**src/rtl/ifetch_pkg.sv**
```systemverilog
// Shared types and constants for the V850 sequential instruction fetcher.
package ifetch_pkg;

  localparam int unsigned PC_W_DEF = 25;
  localparam int unsigned MEM_W    = 64;
  localparam int unsigned INST_W   = 48;
  localparam int unsigned HW_W     = 16;

  localparam logic [1:0] OP_LONG32_PREFIX = 2'b11;
  localparam logic [5:0] OP_MOV32         = 6'b110001;

  typedef enum logic {
    ST_WAIT,
    ST_CAPTURE
  } fetch_state_e;

  // Instruction length in bytes
  typedef enum logic [2:0] {
    LEN_16 = 3'd2,
    LEN_32 = 3'd4,
    LEN_48 = 3'd6
  } inst_len_e;

  // Memory window: hw0 is the halfword at the fetch address
  typedef struct packed {
    logic [HW_W-1:0] hw0;
    logic [HW_W-1:0] hw1;
    logic [HW_W-1:0] hw2;
    logic [HW_W-1:0] hw3;
  } mem_win_t;

  // Left-aligned instruction payload
  typedef struct packed {
    logic [HW_W-1:0] hw0;
    logic [HW_W-1:0] hw1;
    logic [HW_W-1:0] hw2;
  } inst_t;

endpackage

```
**src/rtl/ifetch_len_decode.sv**
```systemverilog
// Combinational length decode of the first halfword into byte length and halfword mask.
// The 48-bit MOV imm32 form is recognised only when IFETCH_LONG_INST_EN is defined.
module ifetch_len_decode
  import ifetch_pkg::*;
(
  input  logic [15:0] hw0,
  output logic [2:0]  len_c,
  output logic [2:0]  hw_mask_c
);

  logic unused_bits;
  assign unused_bits = ^{hw0[15:11], hw0[8:0]};

  // hw_mask_c bit 2 keeps hw0, bit 1 keeps hw1, bit 0 keeps hw2
  always_comb begin
    len_c     = 3'(LEN_16);
    hw_mask_c = 3'b100;
    if (hw0[10:9] == OP_LONG32_PREFIX) begin
      len_c     = 3'(LEN_32);
      hw_mask_c = 3'b110;
    end
`ifdef IFETCH_LONG_INST_EN
    if ((hw0[10:5] == OP_MOV32) && (hw0[4:0] == 5'b00000)) begin
      len_c     = 3'(LEN_48);
      hw_mask_c = 3'b111;
    end
`endif
  end

endmodule

```
**src/rtl/ifetcher.sv**
```systemverilog
// Sequential V850 instruction fetcher: wait/capture FSM, PC register and registered outputs.
// Optional 48-bit MOV imm32 fetch is enabled by defining IFETCH_LONG_INST_EN.
module ifetcher
  import ifetch_pkg::*;
#(
  parameter int unsigned     PC_W     = PC_W_DEF,
  parameter logic [PC_W-1:0] RESET_PC = '0,
  parameter int unsigned     MEM_LAT  = 1
) (
  input  logic              clk,
  input  logic              reset,
  input  logic              PC_load_i,
  input  logic [PC_W-1:0]   PC_i,
  input  logic [MEM_W-1:0]  mem_i,
  output logic [INST_W-1:0] instruction_o,
  output logic              inst_valid_o,
  output logic [PC_W-1:0]   inst_pc_o,
  output logic [PC_W-1:0]   PC_o
);

  localparam int unsigned      CNT_W       = (MEM_LAT > 1) ? $clog2(MEM_LAT) : 1;
  localparam logic [CNT_W-1:0] CNT_LAST    = CNT_W'(MEM_LAT - 1);
  localparam logic [PC_W-1:0]  RESET_PC_AL = {RESET_PC[PC_W-1:1], 1'b0};

  fetch_state_e     state, state_nxt;
  logic [CNT_W-1:0] cnt, cnt_nxt;

  mem_win_t         win;
  inst_t            inst_c;
  logic [2:0]       len_c;
  logic [2:0]       hw_mask_c;
  logic             capture_c;
  logic [PC_W-1:0]  pc_next_c;
  logic [PC_W-1:0]  pc_load_c;
  logic             unused_in;

  assign win       = mem_win_t'(mem_i);
  assign unused_in = ^{win.hw3, PC_i[0]};

  ifetch_len_decode u_len_decode (
    .hw0       (win.hw0),
    .len_c     (len_c),
    .hw_mask_c (hw_mask_c)
  );

  // State register
  always_ff @(posedge clk or posedge reset) begin
    if (reset) begin
      state <= ST_WAIT;
      cnt   <= '0;
    end else begin
      state <= state_nxt;
      cnt   <= cnt_nxt;
    end
  end

  // Next state: a redirect always restarts the wait for the new address
  always_comb begin
    state_nxt = state;
    cnt_nxt   = cnt;
    if (PC_load_i) begin
      state_nxt = ST_WAIT;
      cnt_nxt   = '0;
    end else begin
      case (state)
        ST_WAIT: begin
          cnt_nxt = cnt + CNT_W'(1);
          if (cnt == CNT_LAST) state_nxt = ST_CAPTURE;
        end
        ST_CAPTURE: begin
          state_nxt = ST_WAIT;
          cnt_nxt   = '0;
        end
        default: begin
          state_nxt = ST_WAIT;
          cnt_nxt   = '0;
        end
      endcase
    end
  end

  // Output decode: capture strobe, masked instruction and next PC
  always_comb begin
    capture_c  = (state == ST_CAPTURE) && !PC_load_i;
    inst_c     = '0;
    inst_c.hw0 = win.hw0 & {HW_W{hw_mask_c[2]}};
    inst_c.hw1 = win.hw1 & {HW_W{hw_mask_c[1]}};
    inst_c.hw2 = win.hw2 & {HW_W{hw_mask_c[0]}};
    pc_next_c  = PC_o + PC_W'(len_c);
    pc_load_c  = {PC_i[PC_W-1:1], 1'b0};
  end

  // PC and output registers
  always_ff @(posedge clk or posedge reset) begin
    if (reset) begin
      PC_o          <= RESET_PC_AL;
      inst_pc_o     <= RESET_PC_AL;
      instruction_o <= '0;
      inst_valid_o  <= 1'b0;
    end else begin
      inst_valid_o <= capture_c;
      if (PC_load_i) begin
        PC_o <= pc_load_c;
      end else if (capture_c) begin
        PC_o          <= pc_next_c;
        inst_pc_o     <= PC_o;
        instruction_o <= inst_c;
      end
    end
  end

endmodule

```
**config.mk**
```make
export PLATFORM = sky130hd
export DESIGN_NAME = ifetcher
export DESIGN_NICKNAME = d
export VERILOG_FILES = /design/src/rtl/ifetch_pkg.sv /design/src/rtl/ifetch_len_decode.sv /design/src/rtl/ifetcher.sv
export SDC_FILE = /design/constraint.sdc
export NUM_CORES = 1
export LEC_CHECK = 0
export CAP_MARGIN = 40
export CORE_ASPECT_RATIO = 0.6
export CORE_MARGIN = 2
export CORE_UTILIZATION = 37
export CTS_BUF_LIST = sky130_fd_sc_hd__clkbuf_4 sky130_fd_sc_hd__clkbuf_8 sky130_fd_sc_hd__clkbuf_16
export DETAILED_ROUTE_END_ITERATION = 12
export PLACE_DENSITY_LB_ADDON = 0.2
export SLEW_MARGIN = 20
export SYNTH_ARGS = -nofsm -noshare
export SYNTH_HDL_FRONTEND = slang
export SYNTH_SLANG_ARGS = --single-unit
```
**constraint.sdc**
```tcl
create_clock -name clk -period 5.46 [get_ports clk]
set_input_delay 0.819 -clock clk [delete_from_list [all_inputs] [get_ports clk]]
set_output_delay 0.819 -clock clk [all_outputs]
set_load 0.02 [all_outputs]
```
After elaboration in Yosys (flattened, before gate mapping)
Cells that the tools add are included.
{ "totals": {"mem_count": 0, "latch_bits": 0, "out_inout_bits": 99, "romBits": 0, "mem_bits_rw": 0, "wordCells": 27, "ff_bits": 101} }
{ "classes": {"reduce_logical": 4, "n_shift": 0, "div_mod_pow": 0, "n_eq_ne": 1, "n_addsub": 2, "mux": 9, "multipliers": 0, "order_cmp": 0, "bitwise_logic": 5} }
{ "ops": {"columns": ["cell", "count"], "rows": [
  ["$mux W25", 2],
  ["$and A16 B16 Y16", 2],
  ["$add A25 B3 Y25", 1],
  ["$and A16 B16 Y16 const B", 1],
  ["$pmux W1 S2", 2],
  ["$mux W1", 3],
  ["$mux W3", 1],
  ["$eq A2 B2 Y1 const B", 1],
  ["$mux W2", 1],
  ["$not A1 Y1", 2],
  ["$reduce_and A2 Y1", 1],
  ["$reduce_bool A2 Y1", 1],
  ["$add A1 B1 Y1 const B", 1],
  ["$logic_and A1 B1 Y1", 1],
  ["$logic_not A1 Y1", 1]
]} }

Depth between registers and ports, before layout
{ "depth": {"depth_word": 5, "depth_mapped": 8} }

Hierarchy
Synthesis repeated with hierarchy kept, for this count alone.
{ "hier_totals": {"cells_unflattened": 498, "hier_area_um2": 4421.7} }
{ "modules_own_cells": {"columns": ["mod", "area_per_inst_um2", "seq_area_each_um2", "cells_each", "instances"], "rows": [
  ["ifetcher", 4374.2, 2502.4, 490, 1],
  ["ifetch_len_decode", 47.5, 0.0, 8, 1]
]} }

Worst setup path before layout
Ideal clock, no wire load.
{ "synth_timing": {"path_type": "input to register", "start": "input mem_i[58]", "end": "register PC_o[23]", "slack_ns": 2.993, "cell_stages": 8, "arrival_time_ns": 2.398, "path_cell_list": "nand2_1 xnor2_1 ha_1 a31o_2 nand4bb_1 clkbuf_1 or4b_2 nand3_1"} }
{ "synth_via": {"elab_chain_cells": 5} }
{ "synth_rtl": {"columns": ["item", "line_no", "text"], "rows": [
  ["start, declared", "ifetcher.sv:14", "input logic [MEM_W-1:0] mem_i,"],
  ["$eq A2 B2 Y1", "ifetch_len_decode.sv:18", "if (hw0[10:9] == OP_LONG32_PREFIX) begin"],
  ["$mux W3", "ifetch_len_decode.sv:18", null],
  ["$add A25 B3 Y25", "ifetcher.sv:89", "pc_next_c = PC_o + PC_W'(len_c);"],
  ["$mux W25", "ifetcher.sv:104", "end else if (capture_c) begin"],
  ["$mux W25", "ifetcher.sv:102", "if (PC_load_i) begin"],
  ["end signal, assigned", "ifetcher.sv:103", "PC_o <= pc_load_c;"],
  ["end signal, assigned", "ifetcher.sv:105", "PC_o <= pc_next_c;"],
  ["end, declared", "ifetcher.sv:18", "output logic [PC_W-1:0] PC_o"]
]} }
Every way passes these cells. The select of a mux whose other input is x is not followed.
A chain may end at the register's enable or synchronous reset.

Worst setup path after layout
{ "layout_timing": {"start": "input mem_i[57]", "end": "register PC_o[23]"} }
The elaborated chain is that of the path after synthesis.

==> flow_metrics.tcl <==
set metrics [dict create \
    cp.required_ns 5.73 \
    fin_crit_sh_pct 58.4 \
    port_buffers 139 \
    clock.fmax_ghz 0.314 \
    drt-total-wl_um 10200 \
    ys.flop_type "dfrtp_1" \
    syn-instance-count 392 \
    setup_viol_count_final 0 \
    endpoint_kind "flop" \
    final-seq-area_mm2 0.00205 \
    power.leakage_nw 2.45 \
    grt.met3_usage_pct 6.79 \
    grt.met2_usage_pct 29.7 \
    cp_cell_sequence "clkdlybuf4s50_1, nand2_1, xnor2_1, ha_1, a31o_2, nand4bb_1, or4b_2, nand3_1" \
    cts_setup_buffers 0 \
    vias 3253 \
    synth_most_common_cell "nand2_1" \
    cts_tree "built" \
    synthArstFlopShare_pct 100 \
    grt_max_degree 44 \
    grt_overflow 0 \
    finalMaxSlewViolations 0 \
    multiInputGateArea_mm2 0.00147 \
    vdd_drop_max_uv 170 \
    dr.pass1.iters 4 \
    final.setup.tns_ns 0 \
    rsz0062_at_grt "false" \
    hold_buffers 0 \
    synthesis.area_mm2 0.00370 \
    clock_path_buffers 2 \
    cts.root.buffer_cell "clkbuf_16" \
    synth_enable_flop_cells 0 \
    drv_cap 0 \
    start_util_pct 37.8 \
    clkLatencyLatePin_ns 0.34 \
    hold_path_class "reg -> reg" \
    drive_gt1_share_pct 6.42 \
    fin_skew_ns 0.0100 \
    holdWs_ns 0.472 \
    fin_crit_ns 3.19 \
    yosys_register_bits 82 \
    netlist_top_cells_area "dfrtp_1 56%, nand2_1 14%, buf_4 3.9%" \
    cts_resized 0 \
    clock-sinks 82 \
    fp.dieH_um 81.4 \
    use_met1_pct 27.4 \
    worstSetupPathType "in -> reg" \
    ys_top_cells_by_count "142 x nand2_1, 82 x dfrtp_1, 19 x buf_4, 19 x clkbuf_1, 16 x a22o_1" \
    avgSynthCellArea_um2 9.43 \
    dr.first_iter.drc_count 139 \
    startpoint_type "input port" \
    antenna_found_initial 0 \
    hpwl_um 7240 \
    crit_arrival_ns 3.46 \
    fillCellCount 836 \
    grt_pass1_vias 3160 \
    cts_buffers 9 \
    worstMarginPinSlew_ns 0.647 \
    max_slew_margin_pct 56.8 \
    die_area_mm2 0.0108 \
    critPathSlowestCell "or4b_2" \
    n_antenna_cell 0 \
    status "finished clean" \
    ys_types 38 \
    htree_num_levels 3 \
    postRouteAntennaNets 0 \
    max_stage_delay_ns 0.80 \
    die_x_um 133 \
    clk_pin_slew_worst_paths_ns 0.06 \
    cp_max_fo 11 \
    syn_to_final_growth_pct 48.6 \
    ys.warnings.count 0 \
    place_congestion 0.740 \
    drc 0 \
    viasPerCell 4.89 \
    nets 618 \
    yosysTopAreaCell "dfrtp_1" \
    power.density_mw_per_mm2 344 \
    finalHoldViolCount 0 \
    critPathBufInv 1 \
    ioPinCount 191 \
    grt_pass1_wl_um 16500 \
    ys_seq_area_share_pct 55.5 \
    wire_per_inst_um 15.3 \
    grt_usage_pct 19.8 \
    yosysTopAreaCellShare_pct 55.5 \
    fp-row-count 28 \
    busiest_layer "met2" \
    coreArea_mm2 0.00977 \
    cpLargestDelayFamily "simple AND/OR/NAND/NOR gates" \
]
==> state kept, by name (all words and copies together) (netlist names) <==
signal	count
instruction_o	32
inst_pc_o	24
PC_o	24
inst_valid_o	1
cnt	1
==> layer usage <==
| metal | vias up | share of wire (%) |
|---|---|---|
| met5 | - | 0 |
| met4 | 0 | 0.76 |
| met3 | 6 | 8.8 |
| met2 | 105 | 43 |
| met1 | 1576 | 47 |
| li1 | 1566 | - |
==> stage by stage <==
stage | total power, W | worst slack [ns] | cell area, um2 | utilization (%) | cells
final | 0.00189 | 2.27 | 5490 | 56.2 | 665
after global routing | 0.00198 | 2.10 | 5490 | 56.2 | 665
after CTS | 0.00191 | 2.29 | 5470 | 56.0 | 664
after detailed placement | 0.00123 | 1.94 | 5140 | 52.6 | 648
after global placement | 0.00122 | 1.61 | 5130 | 52.5 | 647
after floorplan | 0.000989 | 2.53 | 3760 | - | 409
==> placed cells by master (no fill, tap or decap), types with 3 or more instances in the layout <==
cell             netlist  routed
nand3_1               11      11
nor4_1                 3       3
clkbuf_16              0       9
a22o_1                16      16
buf_4                 19       5
o311ai_0               3       3
o211ai_1               6       6
o31ai_1                6       6
xor2_1                 6       6
nand4_1                5       5
and4_1                 3       3
nor2_1                10      10
or4_1                  9       9
xnor2_1                5       5
inv_1                  6       5
clkdlybuf4s50_1        0     139
a31oi_1                6       6
conb_1                 1      18
dfrtp_1               82      82
nand2_1              142     141
o21ai_0               13      13
or2_2                  3       3
==> tightest hold or removal path, cell delays in order (launching register included) <==
cell,delay (ns)
dfrtp_1,0.34
nand2_1,0.05
nand2_1,0.05
==> power breakdown <==
part	switching, W	internal (W)
clock	0.000238	0.000430
sequential	0.0000687	0.000688
combinational	0.000239	0.000224
total	0.000546	0.00134
==> cell families (layout without fill, tap and decap cells) <==
family	count (synthesis)	after routing	synth area share, %
other	1	18	0.101
flip-flops	82	82	55.5
AO/OA/AOI/OAI	53	53	10.6
adder cells (fa/ha/maj)	1	1	0.338
XOR/XNOR	11	11	2.61
buffers and inverters	46	167	6.63
multiplexers	2	2	0.575
AND/OR/NAND/NOR	196	196	23.6
==> area by class of cell <==
type / count / area share [%]
clock inverters: 4 / 1.34
well taps: 135 / 3.08
flip-flops and latches: 82 / 37.4
multi-input cells: 281 / 26.7
clock buffers: 12 / 4.74
repair buffers: 145 / 26.4
inverters: 6 / 0.433
==> final timing paths <==
kind	end	slack [ns]	cells past startpoint	startpoint
max	PC_o[23]	2.27	8	mem_i[57]
min	inst_pc_o[22]	0.47	2	inst_pc_o[22]
max reg2reg	PC_o[23]	3.03	6	PC_o[2]
min reg2reg	inst_pc_o[22]	0.47	2	inst_pc_o[22]
max in group asynchronous	PC_o[19]	3.85	4	reset
min in group asynchronous	instruction_o[18]	0.80	3	reset
No activity file was read; power rests on OpenSTA's default activity.
